`config.mk`:
```
export PLATFORM = sky130hd
export DESIGN_NAME = dcpu16_seq_flat
export DESIGN_NICKNAME = d
export VERILOG_FILES = /design/src/rtl/dcpu16_seq_if.sv /design/src/rtl/dcpu16_seq.sv /design/src/flat_wrapper.sv
export SDC_FILE = /design/constraint.sdc
export NUM_CORES = 1
export LEC_CHECK = 0
export ABC_AREA = 1
export BUFFER_PORTS_ARGS = -buffer_cell sky130_fd_sc_hd__buf_2
export CORE_ASPECT_RATIO = 1.4
export CORE_UTILIZATION = 45
export CTS_CLUSTER_DIAMETER = 150
export DETAILED_ROUTE_END_ITERATION = 8
export PLACE_DENSITY = 0.8
export SLEW_MARGIN = 5
export SYNTH_ARGS = -nofsm -noshare
export SYNTH_HDL_FRONTEND = slang
export SYNTH_SLANG_ARGS = --single-unit
```
`constraint.sdc`:
```
create_clock -name clk -period 1.5 [get_ports clk]
set_clock_uncertainty 0.2 [all_clocks]
set_input_delay 0.3 -clock clk [delete_from_list [all_inputs] [get_ports clk]]
set_output_delay 0.3 -clock clk [all_outputs]
set_load 0.1 [all_outputs]
```
`src/rtl/dcpu16_seq_if.sv`:
```
// Fetch, address-block and condition handshake bundle for dcpu16_seq.
// The slave side is the sequencer; the master side is fetch/ALU/address block.
interface dcpu16_seq_if #(
    parameter int unsigned OPW = 4,
    parameter int unsigned OW  = 6,
    parameter int unsigned RAW = 3
);
    localparam int unsigned DW = OPW + 2 * OW;

    logic [DW-1:0]  fs_dti;
    logic           fs_ena;
    logic           fs_ack;
    logic           ab_ena;
    logic           ab_ack;
    logic           cnd_vld;
    logic           cnd;

    logic           ena;
    logic [DW-1:0]  ireg;
    logic [1:0]     st;
    logic [OW-1:0]  ea;
    logic [RAW-1:0] rra;
    logic [OPW-1:0] opc;
    logic [RAW-1:0] rwa;
    logic           rwe;
    logic           skp;
    logic           drp;

    modport master (
        output fs_dti, fs_ena, fs_ack, ab_ena, ab_ack, cnd_vld, cnd,
        input  ena, ireg, st, ea, rra, opc, rwa, rwe, skp, drp
    );

    modport slave (
        input  fs_dti, fs_ena, fs_ack, ab_ena, ab_ack, cnd_vld, cnd,
        output ena, ireg, st, ea, rra, opc, rwa, rwe, skp, drp
    );
endinterface

```
`src/rtl/dcpu16_seq.sv`:
```
// DCPU16 control/decode sequencer: FET/OPA/OPB/DROP state machine with
// conditional-skip resolution and a WBD-deep register write-back pipe.
module dcpu16_seq #(
    parameter int unsigned OPW = 4,
    parameter int unsigned OW  = 6,
    parameter int unsigned RAW = 3,
    parameter int unsigned WBD = 4
) (
    input  logic        clk,
    input  logic        rst,
    dcpu16_seq_if.slave bus
);
    localparam int unsigned DW  = OPW + 2 * OW;
    localparam int unsigned WBW = RAW + 1;

    localparam logic [OPW-1:0]    OPC_IF  = OPW'(2 ** OPW - 4);
    localparam logic [OW-1:0]     NW_NXT  = OW'(2 ** (OW - 1) - 2);
    localparam logic [OW-1:0]     NW_LIT  = OW'(2 ** (OW - 1) - 1);
    localparam logic [OW-RAW-1:0] MODE_IX = (OW - RAW)'(2);

    typedef enum logic [1:0] {
        FET  = 2'd0,
        OPA  = 2'd1,
        OPB  = 2'd2,
        DROP = 2'd3
    } state_t;

    state_t          st_q, st_d;
    logic [DW-1:0]   ireg_q, ireg_d;
    logic [OW-1:0]   ea_q, ea_d;
    logic [RAW-1:0]  rra_q, rra_d;
    logic [OPW-1:0]  opc_q, opc_d;
    logic [1:0]      cnt_q, cnt_d;
    logic            skp_q, skp_d;
    logic            drp_q;
    logic [RAW-1:0]  rwa_q;
    logic            rwe_q;
    logic [WBW-1:0]  wb_in;
    logic [WBD-1:0][WBW-1:0] wb_pipe;

    logic            ena;
    logic            skip_set;
    logic            we;
    logic [1:0]      n_drop;
    logic [OPW-1:0]  dec_o;
    logic [OW-1:0]   dec_a, dec_b, fet_a, fet_b;

    // Operand consumes a following word: indexed, next-word or literal-next mode.
    function automatic logic nw(input logic [OW-1:0] x);
        nw = (x[OW-1:RAW] == MODE_IX) || (x == NW_NXT) || (x == NW_LIT);
    endfunction

    assign ena      = (bus.fs_ena ~^ bus.fs_ack) & (bus.ab_ena ~^ bus.ab_ack);
    assign skip_set = bus.cnd_vld & ~bus.cnd;

    assign dec_o = ireg_q[OPW-1:0];
    assign dec_a = ireg_q[OPW+OW-1:OPW];
    assign dec_b = ireg_q[OPW+2*OW-1:OPW+OW];
    assign fet_a = bus.fs_dti[OPW+OW-1:OPW];
    assign fet_b = bus.fs_dti[OPW+2*OW-1:OPW+OW];

    assign n_drop = {1'b0, nw(fet_a)} + {1'b0, nw(fet_b)};
    assign we     = (dec_a[OW-1:RAW] == '0) && (dec_o != '0) && (dec_o < OPC_IF);

    // Next-state and datapath updates; everything but skp holds while ena=0.
    always_comb begin
        st_d   = st_q;
        ireg_d = ireg_q;
        ea_d   = ea_q;
        rra_d  = rra_q;
        opc_d  = opc_q;
        cnt_d  = cnt_q;
        skp_d  = skp_q | skip_set;
        wb_in  = '0;
        if (ena) begin
            unique case (st_q)
                FET: begin
                    // A failing condition on this very edge skips the word being sampled.
                    if (skp_q | skip_set) begin
                        ireg_d = '0;
                        skp_d  = 1'b0;
                        cnt_d  = n_drop;
                        st_d   = (n_drop != 2'd0) ? DROP : FET;
                    end else begin
                        ireg_d = bus.fs_dti;
                        st_d   = OPA;
                    end
                end
                OPA: begin
                    ea_d  = dec_a;
                    rra_d = dec_a[RAW-1:0];
                    st_d  = OPB;
                end
                OPB: begin
                    ea_d  = dec_b;
                    rra_d = dec_b[RAW-1:0];
                    opc_d = dec_o;
                    wb_in = {dec_a[RAW-1:0], we};
                    st_d  = FET;
                end
                DROP: begin
                    cnt_d = cnt_q - 2'd1;
                    if (cnt_q == 2'd1) st_d = FET;
                end
                default: st_d = FET;
            endcase
        end
    end

    always_ff @(posedge clk or negedge rst) begin
        if (!rst) begin
            st_q   <= FET;
            ireg_q <= '0;
            ea_q   <= '0;
            rra_q  <= '0;
            opc_q  <= '0;
            cnt_q  <= '0;
            skp_q  <= 1'b0;
            drp_q  <= 1'b0;
        end else begin
            st_q   <= st_d;
            ireg_q <= ireg_d;
            ea_q   <= ea_d;
            rra_q  <= rra_d;
            opc_q  <= opc_d;
            cnt_q  <= cnt_d;
            skp_q  <= skp_d;
            drp_q  <= (st_d == DROP);
        end
    end

    // Write-back delay line; the output register adds the final enabled edge.
    always_ff @(posedge clk or negedge rst) begin
        if (!rst) begin
            wb_pipe <= '0;
            rwa_q   <= '0;
            rwe_q   <= 1'b0;
        end else if (ena) begin
            wb_pipe[0] <= wb_in;
            for (int i = 1; i < int'(WBD); i++) begin
                wb_pipe[i] <= wb_pipe[i-1];
            end
            {rwa_q, rwe_q} <= wb_pipe[WBD-1];
        end
    end

    assign bus.ena  = ena;
    assign bus.ireg = ireg_q;
    assign bus.st   = st_q;
    assign bus.ea   = ea_q;
    assign bus.rra  = rra_q;
    assign bus.opc  = opc_q;
    assign bus.rwa  = rwa_q;
    assign bus.rwe  = rwe_q;
    assign bus.skp  = skp_q;
    assign bus.drp  = drp_q;
endmodule
```
`src/flat_wrapper.sv`:
```
// flat-port wrapper written by rule: the top's interface ports become plain ports
module dcpu16_seq_flat 
#(
    parameter int unsigned OPW = 4,
    parameter int unsigned OW  = 6,
    parameter int unsigned RAW = 3,
    parameter int unsigned WBD = 4
)
  (clk, rst, bus_fs_dti, bus_fs_ena, bus_fs_ack, bus_ab_ena, bus_ab_ack, bus_cnd_vld, bus_cnd, bus_ena, bus_ireg, bus_st, bus_ea, bus_rra, bus_opc, bus_rwa, bus_rwe, bus_skp, bus_drp);
  dcpu16_seq_if #(.OPW(OPW), .OW(OW), .RAW(RAW)) bus_i ();
  input  logic clk;
  input  logic rst;
  input wire logic [$bits(bus_i.fs_dti)-1:0] bus_fs_dti;
  input wire logic [$bits(bus_i.fs_ena)-1:0] bus_fs_ena;
  input wire logic [$bits(bus_i.fs_ack)-1:0] bus_fs_ack;
  input wire logic [$bits(bus_i.ab_ena)-1:0] bus_ab_ena;
  input wire logic [$bits(bus_i.ab_ack)-1:0] bus_ab_ack;
  input wire logic [$bits(bus_i.cnd_vld)-1:0] bus_cnd_vld;
  input wire logic [$bits(bus_i.cnd)-1:0] bus_cnd;
  output wire logic [$bits(bus_i.ena)-1:0] bus_ena;
  output wire logic [$bits(bus_i.ireg)-1:0] bus_ireg;
  output wire logic [$bits(bus_i.st)-1:0] bus_st;
  output wire logic [$bits(bus_i.ea)-1:0] bus_ea;
  output wire logic [$bits(bus_i.rra)-1:0] bus_rra;
  output wire logic [$bits(bus_i.opc)-1:0] bus_opc;
  output wire logic [$bits(bus_i.rwa)-1:0] bus_rwa;
  output wire logic [$bits(bus_i.rwe)-1:0] bus_rwe;
  output wire logic [$bits(bus_i.skp)-1:0] bus_skp;
  output wire logic [$bits(bus_i.drp)-1:0] bus_drp;
  assign bus_i.fs_dti = bus_fs_dti;
  assign bus_i.fs_ena = bus_fs_ena;
  assign bus_i.fs_ack = bus_fs_ack;
  assign bus_i.ab_ena = bus_ab_ena;
  assign bus_i.ab_ack = bus_ab_ack;
  assign bus_i.cnd_vld = bus_cnd_vld;
  assign bus_i.cnd = bus_cnd;
  assign bus_ena = bus_i.ena;
  assign bus_ireg = bus_i.ireg;
  assign bus_st = bus_i.st;
  assign bus_ea = bus_i.ea;
  assign bus_rra = bus_i.rra;
  assign bus_opc = bus_i.opc;
  assign bus_rwa = bus_i.rwa;
  assign bus_rwe = bus_i.rwe;
  assign bus_skp = bus_i.skp;
  assign bus_drp = bus_i.drp;
  dcpu16_seq #(.OPW(OPW), .OW(OW), .RAW(RAW), .WBD(WBD)) u_core (.clk(clk), .rst(rst), .bus(bus_i));
endmodule
```
==> impl_metrics.toml <==
[setup_path]
worstPathArrival_ns = 1.15
path_class = "flop to output port"
ff2ff_path_depth = 8
cp-end-kind = "output port"
rr_endpoint = "u_core.bus.drp$_DFF_PN0_"
cp.required_ns = 1.00
r2r_start = "u_core.bus.st[0]$_DFF_PN0_"
r2r_slack_ns = -0.10
crit_fanout = 3
start_kind = "flop"

[synthesis]
synth-seq-cells = 52
ys_types = 27
syn-cell-area_um2 = 2440
synth_edf_count = 0
synth.avg_cell_area_um2 = 8.73
synth_most_common_cell = "nand2_1"
netlist_instances = 280
synth_area_leaders = "dfrtp_1, nand2_1, o21ai_0"
synth_ff_type = "dfrtp_1"
synth_nets = 311
ys_seq_area_share_pct = 53.2
async_reset_ff_share_pct = 100
ys_warn_count = 0
synth_top_area_share_pct = 53.2
synth_top_cells_by_count = "nand2_1, dfrtp_1, o21ai_0"
synth_top_area_cell = "dfrtp_1"

[timing]
min_period_ns = 1.65
setup_viol = 37
clock.fmax_mhz = 608
fin_setup_tns_ns = -1.80
rsz0062_at_grt = "true"
holdWs_ns = -0.00270
post-route-period-util_pct = 110
finalMaxSlewViolations = 0
slew-limit-headroom_pct = 81.0
hold_viol_final = 1
tightest_slew_ns = 0.285
setup_ws_ns = -0.145

[placed_design]
gp_congestion = 0.851
dp_hpwl_mm = 4.47
placed_area_um2 = 3580
io_buffers = 61

[run_status]
status = "finished with violations"
violations = "negative hold slack, negative setup slack"

[clock_tree]
cts_max_path_buffers = 2
insertion_delay_ns = 0.33
path_clk_slew_ns = 0.10
clock_sinks = 52
cts_root_buf = "clkbuf_8"
cts-htree-levels = 2
tritoncts = "yes"
cts_buffers = 5

[floorplanning]
initial_utilization_pct = 47.0
core_um2 = 5200
die_h_um = 89.2
die_area_um2 = 5740
ios = 62
rows = 31
die_w_um = 64.3

[detailed_routing]
final_antenna_net_count = 0
wl_per_cell_um = 17.2
drt-initial-drc-count = 105
finalWirelength_mm = 7.51
first_pass_iters = 4
via_per_inst = 5.28
drc_errors = 0
vias = 2300

[worst_hold_path]
hp-class = "input port to flop"
min_to = "u_core.bus.ireg[14]$_DFFE_PN0P_"
hold_path_startpoint = "bus_fs_dti[14]"
holdPathStages = 3

[final_layout]
insertedDiodeCount = 0
multi_input_area_um2 = 1160
areaGrowthSynthToFinish_pct = 67.5
design_area_um2 = 4090
seq_area_um2 = 1340
fill_cells = 316
final_util_pct = 78.8
fin_nets = 400
drive_gt1_share_pct = 48.6

[global_route]
track_usage_pct = 26.0
grt_pass1_vias = 2290
grt_antenna_before_repair = 0
grt_pass1_wl_mm = 11.0
overflow = 0
grt_start_max_net_pins = 53

[run]
cap_violations = 0
per-layer routing:
metal | share of wire, % | GRT usage (%)
met5 | 0 | 0
met4 | 3.4 | 15.8
met3 | 4.3 | 5.87
met1 | 36 | 27.2
met2 | 56 | 47.4
flip-flops by register name, summed over array words and instances (netlist names):
name and flops:
u_core.bus.ireg 16, u_core.wb_pipe 16, u_core.bus.ea 4, u_core.bus.opc 4, u_core.bus.rwa 3, u_core.bus.rra 2, u_core.bus.st 2, u_core.cnt_q 2
u_core.bus.drp 1, u_core.bus.rwe 1, u_core.bus.skp 1
per-stage QoR:
stage	std cells	setup WS [ns]
2_1_floorplan	280	-0.116
3_3_place_gp	412	-0.0742
3_5_place_dp	412	-0.148
4_1_cts	431	-0.119
5_1_grt	436	-0.174
6_report	436	-0.145
worst max path at each step:
stage / slack [ns] / startpoint / end / cells after the start
final: -0.15 / u_core.bus.st[1]$_DFF_PN0_ / bus_st[1] / 2
after global routing: -0.17 / u_core.bus.st[0]$_DFF_PN0_ / u_core.bus.drp$_DFF_PN0_ / 8
after CTS: -0.12 / u_core.bus.st[0]$_DFF_PN0_ / bus_st[0] / 2
after detailed placement: -0.15 / bus_fs_dti[6] / u_core.bus.drp$_DFF_PN0_ / 14
after global placement: -0.07 / bus_ab_ack / u_core.bus.opc[2]$_DFFE_PN0P_ / 9
after floorplan: -0.12 / u_core.bus.st[0]$_DFF_PN0_ / u_core.bus.opc[0]$_DFFE_PN0P_ / 6
critical path: stages (launching register included):
cell and delay, ns:
dfrtp_4 0.52, buf_6 0.14, buf_12 0.15
cell usage in the layout (no fill, tap or decap), types with 2 or more instances in the layout:
cell type and n:
o22ai_1 4, nand2_4 7, o21ai_1 10, buf_6 8, nand3_2 12, nand2_1 81
nand2_2 7, buf_4 18, dfrtp_2 14, inv_1 28, nand3_1 8, inv_4 2
ha_4 3, dfrtp_1 32, buf_12 45, clkinvlp_4 2, nand3_4 2, o21ai_0 14
o21ai_2 18, nor2_1 3, clkbuf_8 5, buf_2 21, ha_1 4, dfrtp_4 6
final cells by class:
cell class,instances,share of cell area [%]
tap,66,2.02
sequential,52,32.8
clock buffer,5,1.68
clock inverter,3,0.581
inverter,33,3.33
timing repair buffer,95,31.3
multi-input combinational,182,28.3
cells by family (layout without fill, tap and decap cells):
family | Yosys count | in the layout | synth area share [%]
and+or+nand+nor | 126 | 126 | 23.0
adders and majority gates | 7 | 7 | 3.58
buffers and inverters | 46 | 136 | 8.85
xor gates and xnor gates | 1 | 1 | 0.665
muxes | 1 | 1 | 0.409
DFF | 52 | 52 | 53.2
AOI/OAI and AO/OA | 47 | 47 | 10.3
what timing repair did:
item | CTS | global route
resized for setup | 36 | 55
setup buffers | 8 | 7
pin swaps | 8 | 14
hold endpoints to repair | 52 | 0
gates cloned | 2 | 1
hold buffers | 1 | 0
setup endpoints to repair | 26 | 50
Power is left out: the tool's default activity adds up to more than one toggle a clock period on the data nets, which glitch-free logic cannot reach.
